$ cat config.mk
export PLATFORM = sky130hd
export DESIGN_NAME = mem_slot_sched
export DESIGN_NICKNAME = d
export VERILOG_FILES = /design/src/rtl/mem_slot_sched.sv
export SDC_FILE = /design/constraint.sdc
export NUM_CORES = 1
export LEC_CHECK = 0
export CAP_MARGIN = 20
export CORE_UTILIZATION = 41
export CTS_CLUSTER_SIZE = 20
export DETAILED_ROUTE_END_ITERATION = 7
export PLACE_DENSITY = 0.85
export SLEW_MARGIN = 10
export SYNTH_ARGS = -nofsm -noshare
export SYNTH_HDL_FRONTEND = slang
export SYNTH_SLANG_ARGS = --single-unit
$ cat constraint.sdc
create_clock -name clk -period 6.75 [get_ports clk]
set_input_delay 0.675 -clock clk [delete_from_list [all_inputs] [get_ports clk]]
set_output_delay 0.675 -clock clk [all_outputs]
set_load 0.01 [all_outputs]
$ cat src/rtl/mem_slot_sched.sv
// rtl/mem_slot_sched.sv - Mac Plus 4-phase bus slot timing and extra-cycle DMA channel arbiter
// Video/CPU/extra bus ownership per 16-clk frame; extra cycle granted to one channel with address offset.
module mem_slot_sched #(
    parameter int                         ADDR_W   = 22,
    parameter int                         NUM_CH   = 4,
    parameter logic [NUM_CH*ADDR_W-1:0]   CH_BASE  = '0,
    parameter int                         ARB_MODE = 1
) (
    input  logic                       clk,
    input  logic                       _reset,
    input  logic [NUM_CH-1:0]          ch_req,
    input  logic [NUM_CH*ADDR_W-1:0]   ch_addr,
    output logic [NUM_CH-1:0]          ch_ack,
    output logic [NUM_CH-1:0]          ch_done,
    output logic [ADDR_W-1:0]          extraAddr,
    output logic                       extraValid,
    output logic [1:0]                 busPhase,
    output logic [1:0]                 busCycle,
    output logic                       clk8_en_p,
    output logic                       clk8_en_n,
    output logic                       memoryLatch,
    output logic                       videoBusControl,
    output logic                       cpuBusControl,
    output logic                       extraBusControl
);

    localparam int PW = $clog2(NUM_CH);

    logic [PW-1:0]     rrPtr;
    logic [PW-1:0]     slotCnt;
    logic [PW-1:0]     rrPick;
    logic              rrFound;
    logic [PW:0]       rrSum;
    logic [PW-1:0]     grantIdx;
    logic              grantValid;
    logic [ADDR_W-1:0] selAddr;
    logic [ADDR_W-1:0] selBase;
    logic [NUM_CH-1:0] grantOneHot;
    logic              sampleEdge;
    logic              leaveExtra;

    function automatic logic [PW-1:0] wrapInc(input logic [PW-1:0] x);
        wrapInc = (x == PW'(NUM_CH - 1)) ? '0 : x + PW'(1);
    endfunction

    assign sampleEdge = (busPhase == 2'd3) && (busCycle == 2'd1);
    assign leaveExtra = (busPhase == 2'd3) && (busCycle == 2'd2);

    always_ff @(posedge clk or negedge _reset) begin
        if (!_reset) begin
            busPhase <= 2'd0;
            busCycle <= 2'd0;
        end else begin
            busPhase <= busPhase + 2'd1;
            if (busPhase == 2'd3) begin
                busCycle <= busCycle + 2'd1;
            end
        end
    end

    // Round-robin search starting at rrPtr; explicit wrap keeps non-power-of-two NUM_CH correct.
    always_comb begin
        rrFound = 1'b0;
        rrPick  = '0;
        rrSum   = '0;
        for (int k = 0; k < NUM_CH; k++) begin
            rrSum = {1'b0, rrPtr} + (PW+1)'(k);
            if (rrSum >= (PW+1)'(NUM_CH)) begin
                rrSum = rrSum - (PW+1)'(NUM_CH);
            end
            if (!rrFound && ch_req[rrSum[PW-1:0]]) begin
                rrFound = 1'b1;
                rrPick  = rrSum[PW-1:0];
            end
        end
    end

    always_comb begin
        grantIdx   = (ARB_MODE != 0) ? rrPick  : slotCnt;
        grantValid = (ARB_MODE != 0) ? rrFound : 1'b1;
    end

    always_comb begin
        selAddr     = '0;
        selBase     = '0;
        grantOneHot = '0;
        for (int i = 0; i < NUM_CH; i++) begin
            if (grantIdx == PW'(i)) begin
                selAddr        = ch_addr[i*ADDR_W +: ADDR_W];
                selBase        = CH_BASE[i*ADDR_W +: ADDR_W];
                grantOneHot[i] = 1'b1;
            end
        end
    end

    // Legacy mode acks its slot whether or not the channel asked for it.
    always_ff @(posedge clk or negedge _reset) begin
        if (!_reset) begin
            ch_ack    <= '0;
            extraAddr <= '0;
            rrPtr     <= '0;
            slotCnt   <= '0;
        end else if (sampleEdge) begin
            if (grantValid) begin
                ch_ack    <= grantOneHot;
                extraAddr <= selAddr + selBase;
            end else begin
                ch_ack    <= '0;
            end
            if (ARB_MODE != 0) begin
                if (rrFound) begin
                    rrPtr <= wrapInc(rrPick);
                end
            end else begin
                slotCnt <= wrapInc(slotCnt);
            end
        end else if (leaveExtra) begin
            ch_ack <= '0;
        end
    end

    assign ch_done         = leaveExtra ? ch_ack : '0;
    assign extraValid      = |ch_ack;
    assign clk8_en_p       = (busPhase == 2'd3);
    assign clk8_en_n       = (busPhase == 2'd1);
    assign memoryLatch     = (busPhase == 2'd3);
    assign videoBusControl = (busCycle == 2'd0);
    assign cpuBusControl   = (busCycle == 2'd1) || (busCycle == 2'd3);
    assign extraBusControl = (busCycle == 2'd2);

endmodule

# Word-level counts from Yosys, hierarchy flattened
# Index checks and enable logic that the tools add are counted.
[word_totals]
latch_bits = 0
output_inout_bits = 41
reg_bits = 32
word_cells = 78
input_bits = 94
mem_bits_rw = 0
rom_bits = 0
memories = 0
[op_classes]
n_mux = 33
eq_ne = 8
shift = 0
div = 0
reduce_logical = 14
mul = 0
n_addsub = 10
order_cmp = 8
bitwise_logic = 0
[ops]
columns = ["operator", "count"]
rows = [
  ["two-way mux 22 bit", 4],
  ["two-way mux 2 bit", 9],
  ["two-way mux 4 bit", 4],
  ["less-than comparator 2 x 3 -> 1 bit (second input constant)", 4],
  ["two-way mux 1 bit", 12],
  ["== test 2 bit (second input constant)", 5],
  [">= comparator 3 bit (second input constant)", 3],
  ["binary-select mux 1 bit (select 2 bit)", 4],
  ["subtractor 2 x 1 -> 2 bit (second input constant)", 4],
  ["adder 2 x 1 -> 2 bit (second input constant)", 3],
  ["adder 2 x 2 -> 3 bit (second input constant)", 2],
  ["== test 2 x 1 -> 1 bit (second input constant)", 3],
  ["logical AND 1 bit", 5],
  ["logical NOT 2 bit", 2],
  ["OR reduction 4 bit", 1],
  ["adder 2 x 1 -> 3 bit (second input constant)", 1],
  [">= comparator 2 x 3 -> 1 bit (second input constant)", 1],
  ["logical NOT 1 bit", 3],
  ["AND reduction 2 bit", 1],
  ["nonzero test 2 bit", 1],
  ["logical OR 1 bit", 1],
]

# Depth between registers and ports, before layout
# Gate-level depths: netlist of run 1.
[depth]
word_depth = 19
ltp_mapped = 9
ltp_nobuf = 7

# Worst setup path before layout of run 1
# No wires, ideal clock.
[synth_timing]
path_type = "input to register"
startpoint = "in ch_req[0]"
endpoint = "reg extraAddr[12]"
arrival_time_ns = 2.463
n_path_buf = 2
setup_ns = 0.082
setup_slack_ns = 4.205
cell_stages = 8
path_cell_list = "or3b_2 > o221ai_1 > ha_1 > clkbuf_1 > clkbuf_1 > a21oi_1 > a221o_1 > a31oi_1"
[synth_via]
elab_chain_cells = 17
[synth_lines]
columns = ["element", "line_no", "text"]
rows = [
  ["from (decl)", "11", "input logic [NUM_CH-1:0] ch_req,"],
  ["binary-select mux 1 bit (select 2 bit)", "71", "if (!rrFound && ch_req[rrSum[PW-1:0]]) begin"],
  ["two-way mux 1 bit (not written as such)", "71", ""],
  ["two-way mux 1 bit", "71", ""],
  ["logical NOT 1 bit", "71", ""],
  ["logical AND 1 bit", "71", ""],
  ["two-way mux 1 bit", "71", ""],
  ["logical NOT 1 bit", "71", ""],
  ["logical AND 1 bit", "71", ""],
  ["two-way mux 1 bit", "71", ""],
  ["logical NOT 1 bit", "71", ""],
  ["logical AND 1 bit", "71", ""],
  ["two-way mux 2 bit", "71", ""],
  ["logical NOT 2 bit", "88", "if (grantIdx == PW'(i)) begin"],
  ["two-way mux 22 bit (4 in a row)", "88", ""],
  ["to (signal assigned)", "106", "extraAddr <= selAddr + selBase;"],
  ["to (decl)", "15", "output logic [ADDR_W-1:0] extraAddr,"],
]
# Several ways; a longest one is shown, not always the timed one. The select of a mux whose other input is x is not followed.
# A chain may end at the register's enable or synchronous reset.

# Final worst setup path of run 1
[layout_timing]
startpoint = "in ch_req[0]"
endpoint = "reg extraAddr[13]"
# Same word-level chain as after synthesis.

==> reports/metrics.yaml, run 1 <==
outcome: "finished clean"
slew_headroom: 0.3653
worst_pin_slew_ps: 952.1
rows: 26
power_leakage_uw: 0.001520
cts_setup_buffers: 0
num_vias: 2419
synth_top_area_frac: 0.3622
postCtsHoldBufs: 0
synth_cell_types: 27
clk_pin_slew_worst_paths_ps: 70
first_global_vias: 2216
clock_latency_ps: 280
hpwlAfterDp_mm: 4.695
drv_slew: 0
ant_nets: 0
synth_warnings: 0
vias_per_cell: 5.388
max_freq_mhz: 316.2
area_growth_pct: 64.23
floorplan.io_pins: 135
mappedNetlistArea_um2: 2211
track_usage: 0.2346
synthTopCellsByCount: "46 x a21oi_1, 32 x dfrtp_1, 30 x inv_1, 24 x clkbuf_1, 24 x nand2_1"
rsz0062_at_grt: "false"
gp_congestion: 0.7832
diodes: 0
netlist_top_cells_area: "dfrtp_1 36%, a21oi_1 10%, a221o_1 10%"
chipWidth_um: 75.43
final_nets: 482
dr.pass1.iters: 4
crit_fanout: 23
h-tree-depth: 2
report.final.setup_viol: 0
synth.avg_cell_area_um2: 8.471
cp.arrival_ps: 3360
synth.most_common_cell: "a21oi_1"
ys_async_sr_fraction: 1.000
antenna_found_initial: 0
wl_per_cell_um: 15.13
overflow: 0
drv_cap: 0
clockRootBuffer: "clkbuf_8"
syn-instance-count: 261
dieArea_um2: 5690
clockBufferDepth: 2
hold_violations: 0
grt_first_pass_wirelength_mm: 10.11
post-route-min-period_ps: 3163
ys.flop_type: "dfrtp_1"
synth-seq-cells: 32
synth_edf_count: 0
core_um2: 5140
hold_path.class: "flip-flop to flip-flop"
cp-end-kind: "flip-flop"
start_util: 0.4301
period_share: 0.4686
drc_errors: 0
cts.repair.resized: 0
grt_max_degree: 46
powerDensity_nw_per_um2: 240.8
startpoint_type: "input pin"
cts_tree: "built"
fill_cells: 429
fin_cells: 449
clock_sinks: 32
drt_iter0_drc: 145
die_h_um: 75.43
mappedNetlistNets: 365
tns_ps: 0
cp.required_ps: 6950
worst-setup-path-type: "input pin to flip-flop"
yosysSeqAreaShare: 0.3622
cts_buffers: 5
io_buffers: 134
fin_skew_ps: 4.192
ir_drop_v: 0.0001231
dp.cells: 441
synth_top_area_cell: "dfrtp_1"
drt_wl_total_mm: 6.792
drive_gt1_frac: 0.04485
whs_ps: 489.2
## state kept, by name, indices dropped and copies added, names as in the netlist
register	cells
ch_ack	4
extraAddr	22
rrPtr	2
busCycle	2
busPhase	2
## layout make-up
class	instances	area, um^2	area share
Tap cell	70	87.58	0.02412
Sequential cell	32	800.8	0.2205
Multi-Input combinational cell	171	1166	0.3212
Clock buffer	6	82.58	0.02274
Timing Repair Buffer	138	1371	0.3777
Clock inverter	2	10.01	0.002757
Inverter	30	112.6	0.03101
## stage by stage
step	util	total power, uW	cell area (um^2)	worst slack [ps]
finish	0.7064	874.4	3631	3587
global route	0.7064	936.4	3631	3404
CTS	0.7064	877.6	3631	3601
detailed placement	0.6884	722.9	3538	3299
global placement	0.6884	710.1	3538	3416
floorplan	-	521.7	2211	4205
## critical path, cell delays in order
cell             delay [ps]
clkdlybuf4s50_1         550
or3b_2                  450
o221ai_1                160
ha_1                    860
nand3b_1                150
a221o_1                 320
a31oi_1                 180
## final timing paths
path                             start             to  slack [ps]  depth (start not counted)
setup / recovery             ch_req[0]  extraAddr[13]        3590                          7
setup reg to reg              rrPtr[1]  extraAddr[13]        3970                          6
hold / removal             busPhase[0]    busPhase[0]         490                          1
hold reg to reg            busPhase[0]    busPhase[0]         490                          1
max in group asynchronous       _reset    busCycle[0]        5660                          2
min in group asynchronous       _reset  extraAddr[21]         790                          2
## per-layer routing
| metal | track usage | wire [um] | vias up |
|---|---|---|---|
| met5 | 0 | 0 | - |
| li1 | - | - | 1175 |
| met4 | 0.08230 | 84 | 0 |
| met2 | 0.4058 | 3356 | 114 |
| met3 | 0.07407 | 617 | 9 |
| met1 | 0.2747 | 2734 | 1121 |
## kinds of logic after synthesis
logic type	count (synthesis)	share of synthesized area
DFF	32	0.3622
adders and majority gates	10	0.05659
muxes	2	0.01188
AOI/OAI and AO/OA	102	0.3079
buffers and inverters	58	0.1104
and+or+nand+nor	56	0.1471
xor gates and xnor gates	1	0.003962
## power breakdown
group	switching, uW	internal (uW)
Clock	72.2	81.3
Combinational	202	245
Sequential	32.2	242
Total	306	568
## layout by cell type, fill, tap and decap left out
cell / n
or4_1: 2
mux2_4: 1
clkdlybuf4s50_1: 134
and3_1: 4
a221o_1: 22
o221ai_1: 1
mux2_2: 1
clkbuf_8: 6
a21boi_0: 1
and2_1: 1
inv_1: 30
or3b_2: 1
clkinv_2: 2
nand2_1: 24
o22ai_1: 1
nand3b_1: 22
and2_4: 1
a21oi_1: 46
xor2_1: 1
buf_4: 4
ha_1: 10
a21o_1: 1
dfrtp_1: 32
or2_2: 1
o22a_1: 2
o21ai_0: 2
a22o_1: 4
a31oi_1: 22
Note: power is estimated with default switching activity, not from simulation.
==> inputs of run 2 (changes only) <==
Settings changed: CORE_UTILIZATION 41 to 34, PLACE_DENSITY 0.85 to 0.74.
Clock period 6.75 ns to 2.5 ns, I/O delays scaled along.
==> run 2 against run 1 <==
  * Highest routed layer unchanged
  * Non-clock buffer count is 8 higher
  * Combinational power grew to 2.9 times the previous value
  * Worst setup slack worse by 3400 ps
  * Worst hold slack worse by 460 ps
  * Power grew to 2.8 times the previous value
  * Largest power group unchanged
  * Final area is 3.2% higher
==> reports/metrics.yaml, run 2 (synthesis results as in run 1) <==
outcome: "finished clean"
fill_cells: 582  # +36%
rows: 29  # +12%
clock_latency_ps: 290  # about the same
use_met2: 0.3566  # -0.04920
cp-end-kind: "flip-flop"
worst-setup-path-type: "flip-flop to flip-flop"
gp_congestion: 0.7460  # -4.7%
powerDensity_nw_per_um2: 654.2  # +170%
crit_fanout: 25  # +8.7%
wl_per_cell_um: 14.81  # -2.1%
first_global_vias: 2248  # +1.4%
clock_sinks: 32  # unchanged
fin_skew_ps: 4.249  # +0.05773 ps
final_common_cell: "clkdlybuf4s50_1"
cp_top_family: "compound AO/OA/AOI/OAI gates"
chipWidth_um: 82.64  # +9.6%
grt.busiest_layer: "met2"
hold_violations: 0  # unchanged
met1_usage: 0.2242  # -0.05045
layout_common_cells: "133 x clkdlybuf4s50_1, 46 x a21oi_1, 31 x dfrtp_1"
grt_max_degree: 46  # unchanged
top_regs: "extraAddr: 22 flops, ch_ack: 4 flops"
drv_cap: 0  # unchanged
report.final.setup_viol: 0  # unchanged
multiInputGateArea_um2: 1169  # +0.21%
post-route-min-period_ps: 2296
final_nets: 490  # +1.7%
period_share: 0.9182
area_growth_pct: 69.55
dieArea_um2: 6829  # +20%
floorplan.io_pins: 135  # unchanged
dp_slack_ps: -51.26  # -3350 ps
regMostFlops: "extraAddr"
grt_first_pass_wirelength_mm: 10.12  # +0.14%
cts_tree: "built"
ir_drop_v: 0.0002990  # +140%
drt_wl_total_mm: 6.871  # +1.2%
cts_setup_buffers: 0  # unchanged
whs_ps: 31.89  # -457.3 ps
slowest_delay_ps: 420  # -440 ps
drt_iter0_drc: 86  # -41%
core_um2: 6314  # +23%
antenna_found_initial: 0  # unchanged
largest_reg_flops: 22  # unchanged
clockRootBuffer: "clkbuf_8"
clk_pin_slew_worst_paths_ps: 70  # about the same
vias_per_cell: 5.237  # -2.8%
drive_gt1_frac: 0.07235  # +0.02750
num_vias: 2430  # +0.45%
cp.required_ps: 2700  # -4250 ps
startpoint_type: "flip-flop"
overflow: 0  # unchanged
drc_errors: 0  # unchanged
dr.pass1.iters: 4  # unchanged
ant_nets: 0  # unchanged
io_buffers: 134  # unchanged
rsz0062_at_grt: "false"
critical_path.cell_chain: "mux2_2 -> o221ai_1 -> buf_4 -> ha_1 -> buf_12 -> a21oi_1 -> a221o_1 -> a31oi_1"
start_util: 0.3502  # -0.07996
final_util: 0.5937  # -0.1127
h-tree-depth: 2  # unchanged
diodes: 0  # unchanged
cts_buffers: 5  # unchanged
clockBufferDepth: 2  # unchanged
drv_slew: 0  # unchanged
worst_path_max_delay_cell: "dfrtp_2"
max_freq_mhz: 435.6
track_usage: 0.1956  # -0.03904
postCtsHoldBufs: 0  # unchanged
cts.repair.resized: 0  # unchanged
hold_path.class: "input pin to async pin"
power_leakage_uw: 0.001571  # +3.4%
finalWorstSetupSlack_ps: 204.5  # -3383 ps
grt_util_met3: 0.04725  # -0.02682
hpwlAfterDp_mm: 4.979  # +6.1%
seq_area_um2: 802.0  # +0.16%
slew_headroom: 0.4920  # +0.1267
cp.arrival_ps: 2500  # -860 ps
die_h_um: 82.64  # +9.6%
cp_num_buf_inv: 2  # +1
worst_pin_slew_ps: 761.9  # -190.1 ps
==> run 2: metal layers <==
| layer | vias to the layer above | share of wire |
|---|---|---|
| met2 | 104 | 0.49 |
| met3 | 9 | 0.079 |
| met5 | - | 0 |
| met4 | 0 | 0.014 |
| li1 | 1197 | - |
| met1 | 1120 | 0.41 |
==> run 2: worst paths after layout <==
check	cells past startpoint	endpoint	from	slack [ps]
max	8	extraAddr[0]	rrPtr[1]	200
min reg2reg	1	busPhase[0]	busPhase[0]	480
min in group clk	1	busPhase[0]	busPhase[0]	480
max in group asynchronous	1	rrPtr[1]	_reset	1940
max reg2reg	8	extraAddr[0]	rrPtr[1]	200
min	1	extraAddr[21]	_reset	30
==> run 2: final cells by class <==
cell class | count | share of cell area
repair buffers | 146 | 0.3939
multi-input cells | 171 | 0.3117
flip-flops and latches | 32 | 0.2140
inverters | 30 | 0.03004
well taps | 77 | 0.02570
clock buffers | 6 | 0.02203
clock inverters | 2 | 0.002670
==> run 2: through the flow <==
stage	instances	power (uW)	instance area [um^2]	setup TNS [ps]
finish	464	2452	3749	0
global route	464	2616	3749	0
CTS	464	2472	3747	0
detailed placement	456	2043	3655	-419.9
global placement	456	2017	3655	0
floorplan	261	1409	2211	0
==> run 2: report_power, final <==
group / switching, uW / total (uW) / leakage (uW) / internal [uW]
logic: 548 / 1290 / 0.00112 / 742
clock network: 203 / 423 / 0.0000510 / 220
registers: 86.0 / 740 / 0.000399 / 654
==> run 2: worst register-to-register path, stage by stage, from the launching register on <==
cell      delay [ps]
dfrtp_2          420
mux2_2           360
o221ai_1         240
buf_4            170
ha_1             270
buf_12           200
a21oi_1           50
a221o_1          320
a31oi_1          180
